`src/rtl/uram_rw_arbiter_if.sv`:
```
// Client and memory-side signals of the shared URAM arbiter.
// slave = arbiter side, master = clients plus memory model.
interface uram_rw_arbiter_if #(
    parameter int DATA_WIDTH    = 64,
    parameter int ADDRESS_WIDTH = 12
);
    logic                     init_done;
    logic                     rd_valid_0;
    logic                     rd_valid_1;
    logic                     rd_ready_0;
    logic                     rd_ready_1;
    logic [ADDRESS_WIDTH-1:0] rd_addr_0;
    logic [ADDRESS_WIDTH-1:0] rd_addr_1;
    logic                     rd_resp_valid_0;
    logic                     rd_resp_valid_1;
    logic [DATA_WIDTH-1:0]    rd_resp_data;
    logic                     wr_valid_0;
    logic                     wr_valid_1;
    logic                     wr_ready_0;
    logic                     wr_ready_1;
    logic [ADDRESS_WIDTH-1:0] wr_addr_0;
    logic [ADDRESS_WIDTH-1:0] wr_addr_1;
    logic [DATA_WIDTH-1:0]    wr_data_0;
    logic [DATA_WIDTH-1:0]    wr_data_1;
    logic [ADDRESS_WIDTH-1:0] mem_raddr;
    logic [DATA_WIDTH-1:0]    mem_dout;
    logic                     mem_wen;
    logic [ADDRESS_WIDTH-1:0] mem_waddr;
    logic [DATA_WIDTH-1:0]    mem_din;

    modport slave (
        input  rd_valid_0, rd_valid_1, rd_addr_0, rd_addr_1,
        input  wr_valid_0, wr_valid_1, wr_addr_0, wr_addr_1,
        input  wr_data_0, wr_data_1, mem_dout,
        output init_done, rd_ready_0, rd_ready_1,
        output rd_resp_valid_0, rd_resp_valid_1, rd_resp_data,
        output wr_ready_0, wr_ready_1,
        output mem_raddr, mem_wen, mem_waddr, mem_din
    );

    modport master (
        output rd_valid_0, rd_valid_1, rd_addr_0, rd_addr_1,
        output wr_valid_0, wr_valid_1, wr_addr_0, wr_addr_1,
        output wr_data_0, wr_data_1, mem_dout,
        input  init_done, rd_ready_0, rd_ready_1,
        input  rd_resp_valid_0, rd_resp_valid_1, rd_resp_data,
        input  wr_ready_0, wr_ready_1,
        input  mem_raddr, mem_wen, mem_waddr, mem_din
    );
endinterface

```
`src/rtl/uram_rw_arbiter.sv`:
```
// Two-reader/two-writer round-robin arbiter in front of a simple-dual-port
// URAM; zero-fills the memory after reset, routes read data by tag.
module uram_rw_arbiter #(
    parameter int DATA_WIDTH    = 64,
    parameter int ADDRESS_WIDTH = 12,
    parameter int READ_LATENCY  = 2
) (
    input  logic               clock,
    input  logic               reset,
    uram_rw_arbiter_if.slave   bus
);
    typedef enum logic {CLEAR, RUN} state_t;

    state_t                   state;
    logic [ADDRESS_WIDTH-1:0] fill_cnt;
    logic                     init_q;
    logic                     rd_ptr;
    logic                     wr_ptr;
    logic [ADDRESS_WIDTH-1:0] raddr_q;
    logic [READ_LATENCY-1:0]  tag_vld;
    logic [READ_LATENCY-1:0]  tag_id;

    logic run;
    logic clear;
    logic rd_g0, rd_g1, rd_hs;
    logic wr_g0, wr_g1, wr_hs;

    // Reset gates everything combinationally so nothing leaks during reset.
    assign run   = (state == RUN) && !reset;
    assign clear = (state == CLEAR) && !reset;

    assign rd_g0 = run && bus.rd_valid_0 && (!bus.rd_valid_1 || !rd_ptr);
    assign rd_g1 = run && bus.rd_valid_1 && (!bus.rd_valid_0 || rd_ptr);
    assign rd_hs = rd_g0 || rd_g1;

    assign wr_g0 = run && bus.wr_valid_0 && (!bus.wr_valid_1 || !wr_ptr);
    assign wr_g1 = run && bus.wr_valid_1 && (!bus.wr_valid_0 || wr_ptr);
    assign wr_hs = wr_g0 || wr_g1;

    assign bus.rd_ready_0 = rd_g0;
    assign bus.rd_ready_1 = rd_g1;
    assign bus.wr_ready_0 = wr_g0;
    assign bus.wr_ready_1 = wr_g1;
    assign bus.init_done  = init_q;

    assign bus.mem_raddr = rd_g1 ? bus.rd_addr_1 :
                           rd_g0 ? bus.rd_addr_0 : raddr_q;

    assign bus.mem_wen   = clear || wr_hs;
    assign bus.mem_waddr = clear ? fill_cnt :
                           wr_g1 ? bus.wr_addr_1 : bus.wr_addr_0;
    assign bus.mem_din   = clear ? '0 :
                           wr_g1 ? bus.wr_data_1 : bus.wr_data_0;

    assign bus.rd_resp_valid_0 = !reset && tag_vld[READ_LATENCY-1]
                                 && !tag_id[READ_LATENCY-1];
    assign bus.rd_resp_valid_1 = !reset && tag_vld[READ_LATENCY-1]
                                 && tag_id[READ_LATENCY-1];
    assign bus.rd_resp_data    = bus.mem_dout;

    always_ff @(posedge clock) begin
        if (reset) begin
            state    <= CLEAR;
            fill_cnt <= '0;
            init_q   <= 1'b0;
            rd_ptr   <= 1'b0;
            wr_ptr   <= 1'b0;
            raddr_q  <= '0;
            tag_vld  <= '0;
            tag_id   <= '0;
        end else begin
            unique case (state)
                CLEAR: begin
                    fill_cnt <= fill_cnt + ADDRESS_WIDTH'(1);
                    if (&fill_cnt) begin
                        state  <= RUN;
                        init_q <= 1'b1;
                    end
                end
                RUN: ;
            endcase
            if (rd_hs) begin
                rd_ptr  <= !rd_g1;
                raddr_q <= bus.mem_raddr;
            end
            if (wr_hs)
                wr_ptr <= !wr_g1;
            // Tag shift register mirrors the memory's read latency.
            tag_vld[0] <= rd_hs;
            tag_id[0]  <= rd_g1;
            for (int i = 1; i < READ_LATENCY; i++) begin
                tag_vld[i] <= tag_vld[i-1];
                tag_id[i]  <= tag_id[i-1];
            end
        end
    end
endmodule

```
`src/flat_wrapper.sv`:
```
// flat-port wrapper written by rule: the top's interface ports become plain ports
module uram_rw_arbiter_flat 
#(
    parameter int DATA_WIDTH    = 64,
    parameter int ADDRESS_WIDTH = 12,
    parameter int READ_LATENCY  = 2
)
  (clock, reset, bus_rd_valid_0, bus_rd_valid_1, bus_rd_addr_0, bus_rd_addr_1, bus_wr_valid_0, bus_wr_valid_1, bus_wr_addr_0, bus_wr_addr_1, bus_wr_data_0, bus_wr_data_1, bus_mem_dout, bus_init_done, bus_rd_ready_0, bus_rd_ready_1, bus_rd_resp_valid_0, bus_rd_resp_valid_1, bus_rd_resp_data, bus_wr_ready_0, bus_wr_ready_1, bus_mem_raddr, bus_mem_wen, bus_mem_waddr, bus_mem_din);
  uram_rw_arbiter_if #(.DATA_WIDTH(DATA_WIDTH), .ADDRESS_WIDTH(ADDRESS_WIDTH)) bus_i ();
  input  logic clock;
  input  logic reset;
  input wire logic [$bits(bus_i.rd_valid_0)-1:0] bus_rd_valid_0;
  input wire logic [$bits(bus_i.rd_valid_1)-1:0] bus_rd_valid_1;
  input wire logic [$bits(bus_i.rd_addr_0)-1:0] bus_rd_addr_0;
  input wire logic [$bits(bus_i.rd_addr_1)-1:0] bus_rd_addr_1;
  input wire logic [$bits(bus_i.wr_valid_0)-1:0] bus_wr_valid_0;
  input wire logic [$bits(bus_i.wr_valid_1)-1:0] bus_wr_valid_1;
  input wire logic [$bits(bus_i.wr_addr_0)-1:0] bus_wr_addr_0;
  input wire logic [$bits(bus_i.wr_addr_1)-1:0] bus_wr_addr_1;
  input wire logic [$bits(bus_i.wr_data_0)-1:0] bus_wr_data_0;
  input wire logic [$bits(bus_i.wr_data_1)-1:0] bus_wr_data_1;
  input wire logic [$bits(bus_i.mem_dout)-1:0] bus_mem_dout;
  output wire logic [$bits(bus_i.init_done)-1:0] bus_init_done;
  output wire logic [$bits(bus_i.rd_ready_0)-1:0] bus_rd_ready_0;
  output wire logic [$bits(bus_i.rd_ready_1)-1:0] bus_rd_ready_1;
  output wire logic [$bits(bus_i.rd_resp_valid_0)-1:0] bus_rd_resp_valid_0;
  output wire logic [$bits(bus_i.rd_resp_valid_1)-1:0] bus_rd_resp_valid_1;
  output wire logic [$bits(bus_i.rd_resp_data)-1:0] bus_rd_resp_data;
  output wire logic [$bits(bus_i.wr_ready_0)-1:0] bus_wr_ready_0;
  output wire logic [$bits(bus_i.wr_ready_1)-1:0] bus_wr_ready_1;
  output wire logic [$bits(bus_i.mem_raddr)-1:0] bus_mem_raddr;
  output wire logic [$bits(bus_i.mem_wen)-1:0] bus_mem_wen;
  output wire logic [$bits(bus_i.mem_waddr)-1:0] bus_mem_waddr;
  output wire logic [$bits(bus_i.mem_din)-1:0] bus_mem_din;
  assign bus_i.rd_valid_0 = bus_rd_valid_0;
  assign bus_i.rd_valid_1 = bus_rd_valid_1;
  assign bus_i.rd_addr_0 = bus_rd_addr_0;
  assign bus_i.rd_addr_1 = bus_rd_addr_1;
  assign bus_i.wr_valid_0 = bus_wr_valid_0;
  assign bus_i.wr_valid_1 = bus_wr_valid_1;
  assign bus_i.wr_addr_0 = bus_wr_addr_0;
  assign bus_i.wr_addr_1 = bus_wr_addr_1;
  assign bus_i.wr_data_0 = bus_wr_data_0;
  assign bus_i.wr_data_1 = bus_wr_data_1;
  assign bus_i.mem_dout = bus_mem_dout;
  assign bus_init_done = bus_i.init_done;
  assign bus_rd_ready_0 = bus_i.rd_ready_0;
  assign bus_rd_ready_1 = bus_i.rd_ready_1;
  assign bus_rd_resp_valid_0 = bus_i.rd_resp_valid_0;
  assign bus_rd_resp_valid_1 = bus_i.rd_resp_valid_1;
  assign bus_rd_resp_data = bus_i.rd_resp_data;
  assign bus_wr_ready_0 = bus_i.wr_ready_0;
  assign bus_wr_ready_1 = bus_i.wr_ready_1;
  assign bus_mem_raddr = bus_i.mem_raddr;
  assign bus_mem_wen = bus_i.mem_wen;
  assign bus_mem_waddr = bus_i.mem_waddr;
  assign bus_mem_din = bus_i.mem_din;
  uram_rw_arbiter #(.DATA_WIDTH(DATA_WIDTH), .ADDRESS_WIDTH(ADDRESS_WIDTH), .READ_LATENCY(READ_LATENCY)) u_core (.clock(clock), .reset(reset), .bus(bus_i));
endmodule
```
`config.mk`:
```
export PLATFORM = sky130hd
export DESIGN_NAME = uram_rw_arbiter_flat
export DESIGN_NICKNAME = d
export VERILOG_FILES = /design/src/rtl/uram_rw_arbiter_if.sv /design/src/rtl/uram_rw_arbiter.sv /design/src/flat_wrapper.sv
export SDC_FILE = /design/constraint.sdc
export NUM_CORES = 1
export LEC_CHECK = 0
export BUFFER_PORTS_ARGS = -buffer_cell sky130_fd_sc_hd__buf_4
export CAP_MARGIN = 10
export CORE_AREA = 8 8 150 152
export CTS_BUF_LIST = sky130_fd_sc_hd__clkbuf_4 sky130_fd_sc_hd__clkbuf_8 sky130_fd_sc_hd__clkbuf_16
export CTS_CLUSTER_DIAMETER = 80
export DETAILED_ROUTE_END_ITERATION = 12
export DIE_AREA = 0 0 158 160
export MAX_ROUTING_LAYER = met4
export PLACE_DENSITY = 0.53
export SETUP_SLACK_MARGIN = 0.02
export SYNTH_ARGS = -nofsm -noshare
export SYNTH_HDL_FRONTEND = slang
export SYNTH_SLANG_ARGS = --single-unit
export TNS_END_PERCENT = 30
```
`constraint.sdc`:
```
create_clock -name clock -period 2.6 [get_ports clock]
set_input_delay 0.39 -clock clock [delete_from_list [all_inputs] [get_ports clock]]
set_output_delay 0.39 -clock clock [all_outputs]
set_load 0.01 [all_outputs]
```
# Yosys cells after proc, flatten, opt, wreduce, memory -nomap -nowiden
# Index checks and enable logic that the tools add are counted.
[classes]
n_addsub = 1
mux = 8
bitwise_logic = 1
n_reduce_logical = 32
[op_table]
columns = ["cell", "count"]
rows = [
  ["two-way mux 64 bit", 2],
  ["two-way mux 12 bit", 4],
  ["logical AND 1 bit", 13],
  ["AND reduction 13 bit", 1],
  ["adder 12 x 1 -> 12 bit (second input constant)", 1],
  ["AND reduction 12 bit", 1],
  ["logical NOT 1 bit", 10],
  ["logical OR 1 bit", 7],
  ["two-way mux 1 bit", 2],
  ["NOT 1 bit", 1],
]
[word_totals]
ff_bits = 32
out_inout_bits = 160
word_cells = 50

# Logic depth before layout (Yosys ltp)
# Gate-level depths: netlist (run 1).
[depth]
depth_word = 6
ltp_mapped = 7
depth_no_buf = 4

# Worst setup path before layout (run 1)
# OpenSTA, ideal clock, no wires.
[synth_path]
kind = "input -> output"
start = "input reset"
end = "output bus_mem_din[45]"
arrival_time_ns = 1.489
required_time_ns = 2.210
path_slack_ns = 0.721
path_stages = 7
n_path_buf = 4
path_cell_list = "buf_2 nand2b_1 buf_2 buf_2 buf_2 o31ai_1 a21oi_1"
[synth_via]
elab_chain_cells = 6
[synth_rtl]
columns = ["item", "line", "rtl"]
rows = [
  ["start: declaration", "flat_wrapper.sv:11", "input logic reset;"],
  ["logical NOT 1 bit *", "uram_rw_arbiter.sv:29, uram_rw_arbiter.sv:30", ""],
  ["logical AND 1 bit", "uram_rw_arbiter.sv:29", "assign run = (state == RUN) && !reset;"],
  ["logical AND 1 bit (2 in series)", "uram_rw_arbiter.sv:37", "assign wr_g1 = run && bus.wr_valid_1 && (!bus.wr_valid_0 || wr_ptr);"],
  ["two-way mux 64 bit", "uram_rw_arbiter.sv:53", "wr_g1 ? bus.wr_data_1 : bus.wr_data_0;"],
  ["two-way mux 64 bit *", "uram_rw_arbiter.sv:52", "assign bus.mem_din = clear ? '0 :"],
  ["end: declaration", "flat_wrapper.sv:34", "output wire logic [$bits(bus_i.mem_din)-1:0] bus_mem_din;"],
]
# Every way passes the cells marked *; elsewhere a longest branch is shown, timed or not.

# Worst setup path after layout (run 1)
[layout_path]
start = "register u_core.state"
end = "output bus_mem_din[28]"
[layout_via]
elab_chain_cells = 5
[layout_rtl]
columns = ["item", "line", "rtl"]
rows = [
  ["start: declaration", "uram_rw_arbiter.sv:14", "state_t state;"],
  ["start signal: assignment", "uram_rw_arbiter.sv:63", "state <= CLEAR;"],
  ["start signal: assignment", "uram_rw_arbiter.sv:76", "state <= RUN;"],
  ["logical AND 1 bit", "uram_rw_arbiter.sv:29", ""],
  ["logical AND 1 bit (2 in series)", "uram_rw_arbiter.sv:37", ""],
  ["two-way mux 64 bit", "uram_rw_arbiter.sv:53", ""],
  ["two-way mux 64 bit *", "uram_rw_arbiter.sv:52", ""],
]
# Marks and branches as above.

==> metrics.sh, run 1 <==
FLOORPLAN.DIE.HEIGHT_UM=160
CELL_AREA_AFTER_TECHNOLOGY_MAPPING_MM2=0.00392
SYNTHESIS.YOSYS.WARNINGS=0
GRT-OVFL-TOTAL=0
CTS.REPAIR.RESIZED=0
SYNTH_TOP_AREA_SHARE_PCT=16.4
DOMINANTREGCELLSYNTH='sky130_fd_sc_hd__dfxtp_1'
CLOCK_PATH_BUFFERS=2
INSERTION_DELAY_PS=280
SWSHARE_PCT=28.9
VIAS=5150
GRT_START_MAX_NET_PINS=65
DRIVE_GT1_SHARE_PCT=42.3
ANTENNA_FOUND_INITIAL=0
POWER.SWITCHING_uW=521
GATE_FAMILY_RESPONSIBLE_FOR_THE_MOST_DELAY_ALONG_THE_WORST_PATH='simple AND/OR/NAND/NOR gates'
GR-USAGE-MET1_PCT=17.9
SETUP_REPAIR_AFTER_GLOBAL_ROUTING_MISSED_ITS_MARGIN='false'
GLOBAL_ROUTE.PEAK_USAGE_LAYER='met2'
FINAL_ANTENNA_NET_COUNT=0
PLACE.DETAILED.HPWL_UM=15400
DRC=0
FIRST_ITER_VIOLATIONS=286
ROUTED_WIRELENGTH_UM=20100
FINAL_MIN_PERIOD_OVER_CLOCK_PERIOD_PCT=90.4
REQUIRED_ARRIVAL_TIME_AT_THE_WORST_ENDPOINT_PS=2210
FIN_AREA_MM2=0.00601
YOSYS.AREA.TOP_TYPE='sky130_fd_sc_hd__dfxtp_1'
PLACEDINSTANCEAREA_MM2=0.00584
FINAL_WORST_PATH_PERIOD_NEED_PS=2350
GP_CONGESTION=0.836
FINAL.SETUP_SKEW_PS=4.71
CTS.SINKS=32
CP.ARRIVAL_PS=1960
WORST_PATH_MAX_DELAY_CELL='sky130_fd_sc_hd__nor2_4'
SYNTHDISTINCTLIBCELLS=37
CORE.ROWCOUNT=52
POSTSYNTHREGISTERBITS=32
R2R.WORST_PATH.CELLS=5
SYNTHESIZED_NETS=823
CHIPWIDTH_UM=158
AREA.GROWTH.SYNTH_TO_FINAL_PCT=53.4
HOLD_CLASS='input pin to flip-flop'
GRT_UTIL_MET3_PCT=4.18
SYNTHARSTFLOPSHARE_PCT=0
CRITPATHBUFINV=2
CORE_MM2=0.0200
COMBINATIONALPOWERSHARE_PCT=34.6
POSTCTSHOLDBUFS=0
CRIT_PATH_CELL_TRACE='nor2_4, buf_12, a21oi_1, buf_4'
MAXCAPVIOLATIONS=0
SYNTHCELLS=576
SLEW_HEADROOM_PCT=30.2
CTS.ROOT.BUFFER_CELL='sky130_fd_sc_hd__clkbuf_16'
GRT.MET2_USAGE_PCT=23.7
ROUTEDWLPERCELL_UM=19.8
DESIGN.DIE.AREA_MM2=0.0253
PATH_DEPTH=4
SYN_AREA_PER_CELL_UM2=6.80
TIGHTEST_SLEW_PS=1050
WORSTSETUPENDPOINTTYPE='output pin'
MAXSLEWVIOLCOUNT=0
IOS=406
PLACED_CELLS=1004
FINAL.FILL_COUNT=2259
YS_SEQ_AREA_SHARE_PCT=16.4
TIMING.HOLD.WORST_PATH_DEPTH=2
PATH_TYPE_OF_THE_WORST_SETUP_PATH='flip-flop to output pin'
P_INT_uW=1280
STARTING_UTILIZATION_OF_THE_CORE_AREA_PCT=19.5
FIRST_GLOBAL_VIAS=5176
NETLIST_TOP_CELLS_AREA='sky130_fd_sc_hd__dfxtp_1 16%, sky130_fd_sc_hd__o31ai_1 13%, sky130_fd_sc_hd__buf_4 13%, sky130_fd_sc_hd__nand4_1 12%, sky130_fd_sc_hd__a21oi_1 9.2%'
GRT_PASS1_WL_UM=29500
CTS_MADE_BUFFERS=5
POWER.STATIC_LEAKAGE_uW=0.00251
SETUP_VIOL_COUNT_FINAL=0
FIN_TNS_SETUP_PS=0
TRITONCTS='yes'
CTS_SETUP_BUFFERS=0
CP_MAX_FO=39
CELLPOWERDENSITY_mW_PER_MM2=300
N_ANTENNA_CELL=0
SHARE_SEQ_OF_TOTAL_POWER_PCT=28.0
STATUS='finished clean'
DRTPASS1ITERATIONS=5
VDD_DROP_MAX_uV=239
CTS_MAX_LEVEL=2
ROUTED_VIA_DENSITY=5.09
START_KIND='flip-flop'
WORST_SETUP_HOLD_PATH_CLK_SLEW_PS=60
GRT_USAGE_PCT=15.0
PWR-SHARE-CLK_PCT=37.4
CLOCK.FMAX_GHz=0.426
MAX_STAGE_DELAY_PS=810
NUMBER_OF_FAILING_HOLD_ENDPOINTS_AT_THE_FINAL_STAGE=0
FINAL_NET_COUNT=988
PORT-BUFFER-COUNT=277
SYNTH_EDF_COUNT=0
FINALNONFILLERCELLS=1012
synth_stat cells, drive strengths merged, types with 2 or more instances:
master	number
o21ai	15
dfxtp	32
nand2	17
nor3	12
nor2	22
buf	96
nand4b	2
a21oi	72
a221o	12
nand2b	4
a311oi	12
and2	13
nor2b	5
xor2	3
nand4	77
o31ai	68
inv	7
and3	2
nand3	42
or4	6
clkbuf	43
or3	2
path summary, 6_finish.rpt:
path                              from              endpoint  slack [ps]
setup / recovery          u_core.state       bus_mem_din[28]         250
hold / removal                   reset    u_core.fill_cnt[1]         360
setup reg to reg          u_core.state     u_core.raddr_q[0]         580
hold reg to reg   u_core.bus.init_done  u_core.bus.init_done         440
area by class of cell:
| type | instances | area [um^2] | area share (%) |
|---|---|---|---|
| inverters | 7 | 26.3 | 0.437 |
| flip-flops and latches | 32 | 641 | 10.7 |
| multi-input cells | 398 | 2480 | 41.3 |
| clock buffers | 5 | 125 | 2.08 |
| repair buffers | 297 | 2350 | 39.2 |
| clock inverters | 3 | 42.5 | 0.708 |
| well taps | 270 | 338 | 5.62 |
state kept, by name, indices dropped and copies added (netlist names):
name / cells
u_core.fill_cnt: 12
u_core.raddr_q: 12
u_core.tag_id: 2
u_core.tag_vld: 2
u_core.bus.init_done: 1
u_core.rd_ptr: 1
u_core.state: 1
u_core.wr_ptr: 1
through the flow:
step	util [%]	hold WS, ps	worst slack, ps	power, uW
floorplan	-	414	721	842
global placement	29.1	439	301	1140
detailed placement	29.1	439	301	1140
CTS	30.0	354	202	1830
global route	30.0	361	104	1890
finish	30.0	357	250	1800
placed cells by master (no fill, tap or decap), types with 2 or more instances in the layout:
master and instances:
sky130_fd_sc_hd__buf_4 287, sky130_fd_sc_hd__nor2b_1 4, sky130_fd_sc_hd__or3_1 2, sky130_fd_sc_hd__a221o_1 12, sky130_fd_sc_hd__inv_1 6, sky130_fd_sc_hd__nand4_1 77, sky130_fd_sc_hd__and3_1 2, sky130_fd_sc_hd__a21oi_1 72
sky130_fd_sc_hd__nand3_1 42, sky130_fd_sc_hd__nand2b_1 2, sky130_fd_sc_hd__dfxtp_1 32, sky130_fd_sc_hd__o31ai_1 68, sky130_fd_sc_hd__clkbuf_16 5, sky130_fd_sc_hd__or4_1 6, sky130_fd_sc_hd__nor2_1 21, sky130_fd_sc_hd__o21ai_0 15
sky130_fd_sc_hd__and2_1 13, sky130_fd_sc_hd__nand2_1 17, sky130_fd_sc_hd__nor3_1 12, sky130_fd_sc_hd__xor2_1 3, sky130_fd_sc_hd__nand4b_4 2, sky130_fd_sc_hd__a311oi_1 12, sky130_fd_sc_hd__buf_12 10
cell families after synthesis:
logic type                 after synthesis  share of synthesized area, %
muxes                                    2                         0.543
adders and majority gates                1                         0.319
DFF                                     32                          16.4
AOI/OAI and AO/OA                      182                          30.5
xor gates and xnor gates                 4                         0.894
buffers and inverters                  146                          21.0
and+or+nand+nor                        209                          30.4
metal layers:
| layer | wire (um) | vias to the layer above |
|---|---|---|
| met3 | 1940 | 50 |
| li1 | - | 2472 |
| met5 | 0 | - |
| met4 | 620 | 0 |
| met1 | 8390 | 2365 |
| met2 | 9120 | 263 |
power groups by stage:
stage	registers, uW	logic, uW	clock network (uW)
after floorplan	512	330	0
after global placement	514	625	0
after detailed placement	514	627	0
after CTS	503	629	693
after global routing	504	671	719
final	504	623	674
Note: power is estimated with default switching activity, not from simulation.
==> inputs of run 2 (changes only) <==
--- a/config.mk
+++ b/config.mk
@@ -7,13 +7,13 @@
 export LEC_CHECK = 0
 export BUFFER_PORTS_ARGS = -buffer_cell sky130_fd_sc_hd__buf_4
 export CAP_MARGIN = 10
-export CORE_AREA = 8 8 150 152
+export CORE_AREA = 2 2 157 159
 export CTS_BUF_LIST = sky130_fd_sc_hd__clkbuf_4 sky130_fd_sc_hd__clkbuf_8 sky130_fd_sc_hd__clkbuf_16
 export CTS_CLUSTER_DIAMETER = 80
 export DETAILED_ROUTE_END_ITERATION = 12
-export DIE_AREA = 0 0 158 160
+export DIE_AREA = 0 0 159 161
 export MAX_ROUTING_LAYER = met4
-export PLACE_DENSITY = 0.53
+export PLACE_DENSITY = 0.47
 export SETUP_SLACK_MARGIN = 0.02
 export SYNTH_ARGS = -nofsm -noshare
 export SYNTH_HDL_FRONTEND = slang
==> metrics.sh, run 2 (synthesized netlist as in run 1, its figures left out) <==
STATUS='finished clean'
WORST_SETUP_HOLD_PATH_CLK_SLEW_PS=50
INSERTION_DELAY_PS=280
MAXCAPVIOLATIONS=0
MOST_COMMON_CELL_AFTER_LAYOUT_FILL_AND_TAPS_ASIDE='sky130_fd_sc_hd__buf_4'
CHIPWIDTH_UM=159
FINAL.SETUP_SKEW_PS=5.36
PLACE.DETAILED.HPWL_UM=15000
CTS.ROOT.BUFFER_CELL='sky130_fd_sc_hd__clkbuf_16'
AREA.GROWTH.SYNTH_TO_FINAL_PCT=56.1
GRT-OVFL-TOTAL=0
FINAL_NET_COUNT=1000
VIAS=5229
FIRST_ITER_VIOLATIONS=281
NUMBER_OF_FAILING_HOLD_ENDPOINTS_AT_THE_FINAL_STAGE=0
CLOCK.FMAX_GHz=0.429
FINALNONFILLERCELLS=1079
CTS_SETUP_BUFFERS=0
FINAL.FILL_COUNT=2722
ANTENNA_FOUND_INITIAL=1
GRT_USAGE_PCT=15.0
CTS.SINKS=32
PLACED_CELLS=1070
TIGHTEST_SLEW_PS=1060
CTS.REPAIR.RESIZED=0
MAXSLEWVIOLCOUNT=0
REQUIRED_ARRIVAL_TIME_AT_THE_WORST_ENDPOINT_PS=2210
ROUTEDWLPERCELL_UM=18.4
LAYOUT_TOP_REGISTERS='u_core.fill_cnt: 12 flops, u_core.raddr_q: 12 flops'
SLEW_HEADROOM_PCT=28.9
GP_CONGESTION=0.822
CP.ARRIVAL_PS=1940
WHS_PS=417
CTS_MADE_BUFFERS=5
DRC=0
HOLD_CLASS='input pin to flip-flop'
CORE_MM2=0.0240
POWER.STATIC_LEAKAGE_uW=0.00255
PATH_TYPE_OF_THE_WORST_SETUP_PATH='input pin to output pin'
FINAL_ANTENNA_NET_COUNT=0
CELLPOWERDENSITY_mW_PER_MM2=285
CP_MAX_FO=78
WORSTSETUPENDPOINTTYPE='output pin'
PLACE_WORST_SETUP_SLACK_PS=225
GRT_PASS1_WL_UM=29800
WORST_SLACK_PS=271
DRIVE_GT1_SHARE_PCT=43.2
CORE.ROWCOUNT=57
ROUTED_VIA_DENSITY=4.85
ROUTED_WIRELENGTH_UM=19900
FIRST_GLOBAL_VIAS=5181
STARTING_UTILIZATION_OF_THE_CORE_AREA_PCT=16.3
TRITONCTS='yes'
PLACEDINSTANCEAREA_MM2=0.00596
SETUP_REPAIR_AFTER_GLOBAL_ROUTING_MISSED_ITS_MARGIN='false'
GRT_START_MAX_NET_PINS=79
SETUP_VIOL_COUNT_FINAL=0
FIN_TNS_SETUP_PS=0
START_KIND='input pin'
FINAL_MIN_PERIOD_OVER_CLOCK_PERIOD_PCT=89.6
DRTPASS1ITERATIONS=5
LAYOUT_COMMON_CELLS='302 x sky130_fd_sc_hd__buf_4, 77 x sky130_fd_sc_hd__nand4_1, 72 x sky130_fd_sc_hd__a21oi_1'
FLOORPLAN.DIE.HEIGHT_UM=161
POSTCTSHOLDBUFS=0
PORT-BUFFER-COUNT=277
VDD_DROP_MAX_uV=186
CTS_MAX_LEVEL=2
CLOCK_PATH_BUFFERS=2
FIN_AREA_MM2=0.00612
DESIGN.DIE.AREA_MM2=0.0256
FINAL_WORST_PATH_PERIOD_NEED_PS=2330
IOS=406
==> run 2: metal layers <==
layer	vias to the layer above	track usage, %	part of all wire (%)
met3	36	2.62	6.0
met1	2501	18.0	42
met4	0	3.97	1.7
li1	2490	-	-
met5	-	-	0
met2	202	25.9	51
==> run 2: area by class of cell <==
cell class	instances	area [um^2]	share of cell area (%)
Antenna cell	1	2.50	0.0409
Clock buffer	8	154	2.52
Inverter	7	26.3	0.430
Multi-Input combinational cell	398	2480	40.6
Sequential cell	32	641	10.5
Tap cell	324	405	6.63
Timing Repair Buffer	309	2410	39.4
==> run 2: path summary, 6_finish.rpt <==
path                                        start                  to  slack (ps)  depth (start not counted)
worst min register to register  u_core.tag_vld[0]   u_core.tag_vld[1]         430                          1
worst min-delay path             bus_rd_addr_1[5]   u_core.raddr_q[5]         420                          3
worst max register to register       u_core.state  u_core.raddr_q[10]         590                          4
worst max-delay path               bus_wr_valid_1    bus_mem_waddr[3]         270                          5
==> run 2: through the flow <==
stage               power, uW  utilization [%]
floorplan                 842                -
global placement         1150             24.9
detailed placement       1150             24.9
CTS                      1760             25.5
global route             1830             25.5
finish                   1740             25.5
==> run 2: critical path: stages <==
cell and delay [ps]:
sky130_fd_sc_hd__buf_4 100, sky130_fd_sc_hd__buf_12 310, sky130_fd_sc_hd__nand3_1 480, sky130_fd_sc_hd__a221o_1 490
sky130_fd_sc_hd__buf_4 150
==> run 2: power breakdown <==
group | switching, uW | internal [uW]
Clock | 207 | 402
Combinational | 291 | 337
Sequential | 8.61 | 495
